`src/rtl/serial_addsub_pkg.sv`:
```
// Shared types and constants for the bit-serial adder/subtractor.
package serial_addsub_pkg;

    typedef enum logic [1:0] {
        IDLE = 2'd0,
        RUN  = 2'd1,
        DONE = 2'd2
    } state_t;

    localparam int WIDTH_DEF = 32;

endpackage

```
`src/rtl/serial_addsub_if.sv`:
```
// Request/result bundle between a requester and serial_addsub.
interface serial_addsub_if
    import serial_addsub_pkg::*;
#(
    parameter int WIDTH = WIDTH_DEF
);
    logic             i_start;
    logic             i_sub;
    logic [WIDTH-1:0] i_a;
    logic [WIDTH-1:0] i_b;
    logic             o_busy;
    logic             o_valid;
    logic [WIDTH-1:0] o_sum;
    logic             o_carry;
    logic             o_overflow;
    logic             o_zero;

    modport master (
        output i_start, i_sub, i_a, i_b,
        input  o_busy, o_valid, o_sum,
        input  o_carry, o_overflow, o_zero
    );

    modport slave (
        input  i_start, i_sub, i_a, i_b,
        output o_busy, o_valid, o_sum,
        output o_carry, o_overflow, o_zero
    );

endinterface

```
`src/rtl/fulladder.sv`:
```
// Single-bit full adder cell.
module fulladder (
    input  logic X,
    input  logic Y,
    input  logic Ci,
    output logic S,
    output logic Co
);

    assign S  = X ^ Y ^ Ci;
    assign Co = (X & Y) | (Ci & (X ^ Y));

endmodule

```
`src/rtl/serial_addsub.sv`:
```
// Bit-serial A+B / A-B, one bit per cycle, LSB first.
module serial_addsub
    import serial_addsub_pkg::*;
#(
    parameter int WIDTH = WIDTH_DEF
) (
    input logic            i_clk,
    input logic            i_reset,
    serial_addsub_if.slave bus
);

    localparam int CW = $clog2(WIDTH);
    localparam logic [CW-1:0] LAST = CW'(WIDTH - 1);

    state_t           state_q;
    state_t           state_d;
    logic [WIDTH-1:0] a_q;
    logic [WIDTH-1:0] b_q;
    logic [WIDTH-1:0] res_q;
    logic [WIDTH-1:0] res_nxt;
    logic [CW-1:0]    cnt_q;
    logic             cy_q;
    logic             fa_s;
    logic             fa_co;
    logic [WIDTH-1:0] sum_q;
    logic             carry_q;
    logic             ovf_q;
    logic             zero_q;

    fulladder u_fa (
        .X  (a_q[0]),
        .Y  (b_q[0]),
        .Ci (cy_q),
        .S  (fa_s),
        .Co (fa_co)
    );

    assign res_nxt = {fa_s, res_q[WIDTH-1:1]};

    always_comb begin
        state_d = state_q;
        unique case (state_q)
            IDLE:    if (bus.i_start) state_d = RUN;
            RUN:     if (cnt_q == LAST) state_d = DONE;
            DONE:    state_d = IDLE;
            default: state_d = IDLE;
        endcase
    end

    always_ff @(posedge i_clk or posedge i_reset) begin
        if (i_reset) begin
            state_q <= IDLE;
        end else begin
            state_q <= state_d;
        end
    end

    always_ff @(posedge i_clk or posedge i_reset) begin
        if (i_reset) begin
            a_q     <= '0;
            b_q     <= '0;
            res_q   <= '0;
            cnt_q   <= '0;
            cy_q    <= 1'b0;
            sum_q   <= '0;
            carry_q <= 1'b0;
            ovf_q   <= 1'b0;
            zero_q  <= 1'b0;
        end else begin
            unique case (state_q)
                IDLE: begin
                    if (bus.i_start) begin
                        a_q   <= bus.i_a;
                        // Subtract as A + ~B + 1.
                        b_q   <= bus.i_sub ? ~bus.i_b : bus.i_b;
                        cy_q  <= bus.i_sub;
                        cnt_q <= '0;
                    end
                end
                RUN: begin
                    res_q <= res_nxt;
                    a_q   <= a_q >> 1;
                    b_q   <= b_q >> 1;
                    cy_q  <= fa_co;
                    cnt_q <= cnt_q + 1'b1;
                    if (cnt_q == LAST) begin
                        sum_q   <= res_nxt;
                        carry_q <= fa_co;
                        // cy_q is the carry into the MSB here.
                        ovf_q   <= cy_q ^ fa_co;
                        zero_q  <= (res_nxt == '0);
                    end
                end
                default: ;
            endcase
        end
    end

    assign bus.o_busy     = (state_q != IDLE);
    assign bus.o_valid    = (state_q == DONE);
    assign bus.o_sum      = sum_q;
    assign bus.o_carry    = carry_q;
    assign bus.o_overflow = ovf_q;
    assign bus.o_zero     = zero_q;

endmodule
```
`src/flat_wrapper.sv`:
```
// flat-port wrapper written by rule: the top's interface ports become plain ports
module serial_addsub_flat import serial_addsub_pkg::*;
#(
    parameter int WIDTH = WIDTH_DEF
)
  (i_clk, i_reset, bus_i_start, bus_i_sub, bus_i_a, bus_i_b, bus_o_busy, bus_o_valid, bus_o_sum, bus_o_carry, bus_o_overflow, bus_o_zero);
  serial_addsub_if #(.WIDTH(WIDTH)) bus_i ();
  input logic i_clk;
  input logic i_reset;
  input wire logic [$bits(bus_i.i_start)-1:0] bus_i_start;
  input wire logic [$bits(bus_i.i_sub)-1:0] bus_i_sub;
  input wire logic [$bits(bus_i.i_a)-1:0] bus_i_a;
  input wire logic [$bits(bus_i.i_b)-1:0] bus_i_b;
  output wire logic [$bits(bus_i.o_busy)-1:0] bus_o_busy;
  output wire logic [$bits(bus_i.o_valid)-1:0] bus_o_valid;
  output wire logic [$bits(bus_i.o_sum)-1:0] bus_o_sum;
  output wire logic [$bits(bus_i.o_carry)-1:0] bus_o_carry;
  output wire logic [$bits(bus_i.o_overflow)-1:0] bus_o_overflow;
  output wire logic [$bits(bus_i.o_zero)-1:0] bus_o_zero;
  assign bus_i.i_start = bus_i_start;
  assign bus_i.i_sub = bus_i_sub;
  assign bus_i.i_a = bus_i_a;
  assign bus_i.i_b = bus_i_b;
  assign bus_o_busy = bus_i.o_busy;
  assign bus_o_valid = bus_i.o_valid;
  assign bus_o_sum = bus_i.o_sum;
  assign bus_o_carry = bus_i.o_carry;
  assign bus_o_overflow = bus_i.o_overflow;
  assign bus_o_zero = bus_i.o_zero;
  serial_addsub #(.WIDTH(WIDTH)) u_core (.i_clk(i_clk), .i_reset(i_reset), .bus(bus_i));
endmodule
```
`config.mk`:
```
export PLATFORM = sky130hd
export DESIGN_NAME = serial_addsub_flat
export DESIGN_NICKNAME = d
export VERILOG_FILES = /design/src/rtl/serial_addsub_pkg.sv /design/src/rtl/serial_addsub_if.sv /design/src/rtl/fulladder.sv /design/src/rtl/serial_addsub.sv /design/src/flat_wrapper.sv
export SDC_FILE = /design/constraint.sdc
export NUM_CORES = 1
export LEC_CHECK = 0
export BUFFER_PORTS_ARGS = -buffer_cell sky130_fd_sc_hd__buf_4
export CELL_PAD_IN_SITES_DETAIL_PLACEMENT = 1
export CELL_PAD_IN_SITES_GLOBAL_PLACEMENT = 1
export CORE_UTILIZATION = 35
export CTS_BUF_LIST = sky130_fd_sc_hd__clkbuf_4 sky130_fd_sc_hd__clkbuf_8 sky130_fd_sc_hd__clkbuf_16
export DETAILED_ROUTE_END_ITERATION = 10
export PLACE_DENSITY_LB_ADDON = 0.1
export SYNTH_ARGS = -nofsm -noshare
export SYNTH_HDL_FRONTEND = slang
export SYNTH_HIERARCHICAL = 1
export SYNTH_SLANG_ARGS = --single-unit
```
`constraint.sdc`:
```
create_clock -name i_clk -period 5.5 [get_ports i_clk]
set_input_delay 0.275 -clock i_clk [delete_from_list [all_inputs] [get_ports i_clk]]
set_output_delay 0.275 -clock i_clk [all_outputs]
set_load 0.005 [all_outputs]
```
Word-level counts from Yosys, hierarchy flattened
Cells that the tools add are included.
- flip-flop bits (word level): 139
- input port bits: 68
- word-level logic and storage cells: 42
- add/subtract/negate cells: 1
- equality and inequality tests: 5
- multiplexer cells: 12
- bitwise logic cells: 7
- reduce and logical (&&, ||, !) cells: 7
- operators with widths (kind ; count):
    32-bit one-hot mux with 2 select lines ; 2
    32-bit two-way mux ; 3
    32-bit logical NOT ; 1
    32-bit NOT ; 1
    5-bit one-hot mux with 2 select lines ; 1
    2-bit AND reduction ; 3
    5-bit by 1-bit adder with 5-bit output, second input constant ; 1
    5-bit equality test, second input constant ; 1
    5-bit two-way mux ; 1
    2-bit two-way mux ; 2
    2-bit one-hot mux with 2 select lines ; 1
    2-bit nonzero test ; 2
    1-bit bitwise XOR ; 3
    1-bit AND ; 2
    2-bit by 1-bit equality test with 1-bit output, second input constant ; 1
    2-bit equality test, second input constant ; 1
    2-bit logical NOT ; 1
    2-bit by 1-bit != test with 1-bit output, second input constant ; 1
    2-bit != test, second input constant ; 1
    1-bit one-hot mux with 2 select lines ; 1
    1-bit two-way mux ; 1
    1-bit bitwise OR ; 1

Longest topological paths before layout
- depth in word-level cells: 4
- depth in mapped cells: 8
- gate-level depth less buffers: 6

By module
The synthesis kept the hierarchy.
- by module, submodules not included (module ; times used ; cells each ; area an instance (um2) ; seq. area each (um2)):
    serial_addsub ; 1 ; 580 ; 6606.3 ; 3453.3
    fulladder ; 1 ; 1 ; 20.0 ; 0.0

Least setup slack after synthesis
Ideal clock, no wire load.
- path type: register to register
- start point: register u_core.cnt_q[0]
- end point: register u_core.sum_q[10], in the netlist u_core/bus.o_sum[10]
- library setup time: 0.125 ns
- data arrival time: 1.656 ns
- setup slack: 3.719 ns
- stages on the path, launching flop included: 8
- buffers on the path: 2
- period minus slack after synthesis: 1.781 ns
- path through: dfrtp_1 ha_1 and3_1 ha_1 nand3b_4 buf_6 buf_6 mux2_4
- longest elaborated chain between the ends: 2
- RTL lines (item ; RTL line ; RTL):
    start: declaration ; serial_addsub.sv:21 ; logic [CW-1:0] cnt_q;
    start signal: assignment ; serial_addsub.sv:85 ; cnt_q <= cnt_q + 1'b1;
    5-bit equality test ; serial_addsub.sv:86 ; if (cnt_q == LAST) begin
    2-bit AND reduction (no source line) ; -- ;
    end signal: assignment ; serial_addsub.sv:87 ; sum_q <= res_nxt;
    end: declaration ; serial_addsub.sv:25 ; logic [WIDTH-1:0] sum_q;
Every way passes these cells.
A chain may end at the register's enable or synchronous reset.

Worst setup path in the final report
- start point: register u_core.state_q[1]
- end point: register u_core.b_q[17]
- longest elaborated chain between the ends: 3
- elaborated cells between the ends (all ways): 6
- those cells by class: eq/ne (2); mux (1); reduce/logical (3)
- RTL lines (item ; RTL line ; RTL):
    start: declaration ; serial_addsub.sv:15 ; state_t state_q;
    start signal: assignment ; serial_addsub.sv:54 ; state_q <= state_d;
    2-bit by 1-bit equality test with 1-bit output or 2-bit logical NOT (tied branches) ; serial_addsub.sv:70 ; unique case (state_q)
    2-bit nonzero test (no source line) or 2-bit != test (tied branches) ; -- ;
    2-bit AND reduction (no source line) ; -- ;
    end signal: assignment ; serial_addsub.sv:75 ; b_q <= bus.i_sub ? ~bus.i_b : bus.i_b;
    end signal: assignment ; serial_addsub.sv:83 ; b_q <= b_q >> 1;
    end: declaration ; serial_addsub.sv:18 ; logic [WIDTH-1:0] b_q;
Several ways; a longest one is shown, not always the timed one.

==> impl_metrics.ini <==
[routing]
drt_iter0_markers = 223
drc = 0
routed_wirelength_mm = 15.6
wl_per_cell_um = 17.3
first_pass_iters = 4
vias = 4699
via_per_inst = 5.22
ant_nets = 0

[floorplanning]
fp.dieW_um = 140
start_util_pct = 36.3
rows = 49
core_area_um2 = 18300
die_area_um2 = 19500
boundaryPins = 105
die_h_um = 140

[critical_path]
critPathRequiredTime_ns = 5.82
crit_fanout = 64
critPathKind = register to register
reg2reg_to = u_core/b_q[17]$_DFFE_PP0P_
regToRegSetupSlack_ns = 3.19
setup.worst_path.end = u_core/b_q[17]$_DFFE_PP0P_
crit_path_start_kind = register
r2r-start = u_core/state_q[1]$_DFFE_PP0P_
startpoint = u_core/state_q[1]$_DFFE_PP0P_
crit_path_end_kind = register
crit_arrival_ns = 2.63
r2r.worst_path.cells = 4

[timing]
relSlewSlack_pct = 40.0
holdWs_ns = -0.0322
tightest_slew_ns = 0.898
period_share_pct = 42.0
slew_viol_final = 0
setup_viol = 0
finalHoldViolCount = 38
setup_tns_ns = 0
grt_setup_unrepaired = false
finClkSkew_ns = 0.00775
max_freq_mhz = 433
period_minus_slack_ns = 2.31

[place]
dp.final_hpwl_mm = 9.40
dpl-instance-area_um2 = 7470
gp_congestion = 0.741
io_buffers = 104

[flow_run]
max_cap_viol_count = 0

[yosys]
synth_top_family_by_area = compound AO/OA/AOI/OAI gates
synthAdderAreaFrac_pct = 0.680
yosysWarnings = 6
seq_area_frac_synth_pct = 52.1
muxShareOfSynthArea_pct = 12.2
synthFlopType = dfrtp_1
synth_xor_area_share_pct = 4.36
synthCells = 581
synth_simple_gate_area_share_pct = 8.50
synth_top_area_cell = dfrtp_1
synth_compound_area_share_pct = 17.7
netlist_area_um2 = 6630
ys_seq_elements = 138
synth_area_leaders = dfrtp_1, mux2_2, a22oi_1
synth-edff-count = 0
syn_nets = 652
synth_top_area_share_pct = 52.1
ys_types = 32
async_flop_share_pct = 100
synth.avg_cell_area_um2 = 11.4

[global_route]
grt_overflow_total = 0
first_global_vias = 4869
grt_max_degree = 79
grt_pass1_wl_mm = 25.8
antenna_found_initial = 0
grt_usage_pct = 16.7

[run_status]
status = finished with violations
violations = negative hold slack

[clock_network]
cts_tree = built
cts_buffers = 17
cts_root_buf = clkbuf_16
cts.sinks = 138
ctsHoldBuffers = 0
h-tree-depth = 4
cts_resized = 0
path_clk_slew_ns = 0.06
post_cts_buffers = 0
cts_max_path_buffers = 2
worstSkewPairLatency_ns = 0.42

[final_layout]
final_cell_mix = dfrtp_1, buf_4, a21oi_1
drive_above_1_share_pct = 31.7
area_growth_pct = 21.4
final_nets = 731
design_area_um2 = 8040
final_util_pct = 44.0
diodes = 0
final_common_cell = dfrtp_1

[min_path]
hold_class = input port to async pin

[power]
power.total_mw = 4.17
powerDensity_nw_per_um2 = 519
cellLeakagePower_nw = 3.67
ir_drop_uv = 275
[how the worst min path moves through the flow]
stage | to | start | cells past startpoint
global route | u_core/bus.o_sum[5]$_DFFE_PP0P_ | i_reset | 2
floorplan | u_core/a_q[30]$_DFFE_PP0P_ | u_core/a_q[30]$_DFFE_PP0P_ | 2
CTS | u_core/bus.o_sum[5]$_DFFE_PP0P_ | i_reset | 2
finish | u_core/bus.o_sum[5]$_DFFE_PP0P_ | i_reset | 2
global placement | u_core/bus.o_sum[9]$_DFFE_PP0P_ | i_reset | 2
detailed placement | u_core/bus.o_sum[9]$_DFFE_PP0P_ | i_reset | 2
[per-layer routing]
| layer | global-route usage, % | share of wire (%) | vias up |
|---|---|---|---|
| met5 | 0 | 0 | - |
| li1 | - | - | 2240 |
| met4 | 5.73 | 1.2 | 0 |
| met2 | 26.0 | 48 | 87 |
| met1 | 23.2 | 48 | 2357 |
| met3 | 3.23 | 3.4 | 15 |
[power by group]
part	internal (mW)	total (mW)	switching (mW)
Sequential	1.43	1.77	0.331
Clock	0.684	1.11	0.425
Combinational	0.722	1.30	0.575
Total	2.84	4.17	1.33
[metrics by stage]
step	setup WS (ns)	hold slack, ns	std cells
2_1_floorplan	1.53	0.450	581
3_3_place_gp	3.27	0.439	870
3_5_place_dp	3.21	0.452	870
4_1_cts	3.19	0.000933	900
5_1_grt	3.05	0.0361	900
6_report	3.19	-0.0322	900
[critical path, cell delays in order, from the launching register on]
cell,delay [ns]
dfrtp_2,0.42
nor2b_4,0.71
buf_4,0.70
a22oi_1,0.17
o21ai_1,0.17
[cell families after synthesis]
logic type / count (synthesis)
flops: 138
fa+ha+maj: 3
xor+xnor: 33
buf+inv: 51
compound gates: 199
mux: 67
simple gates: 90
[cell type report]
type                    count  area [µm²]
flip-flops and latches    138        3460
clock inverters            11         124
multi-input cells         392        2890
clock buffers              19         453
repair buffers            109         818
fillers                  1983       10200
inverters                   2        12.5
well taps                 229         287
[synthesized netlist by cell type (2+ instances only)]
master    count
mux2_4       15
o21ai_1      48
a21oi_1      66
nand4_1       2
a22oi_1      61
xor2_1       32
buf_6         5
nor4_1        8
a22o_1        4
buf_1         2
dfrtp_1     138
inv_1         2
and3b_1       2
nand2_1       6
ha_1          2
buf_4        11
nor2b_1      66
o21ai_0      18
mux2_2       51
buf_2        19
clkbuf_1     12
[flip-flops by register name, summed over array words and instances, names as in the netlist]
| register | count |
|---|---|
| u_core/cy_q | 1 |
| u_core/state_q | 2 |
| u_core/bus.o_carry | 1 |
| u_core/bus.o_overflow | 1 |
| u_core/b_q | 32 |
| u_core/bus.o_sum | 32 |
| u_core/cnt_q | 5 |
| u_core/a_q | 32 |
| u_core/res_q | 31 |
| u_core/bus.o_zero | 1 |
(Power assumes the default switching activity.)
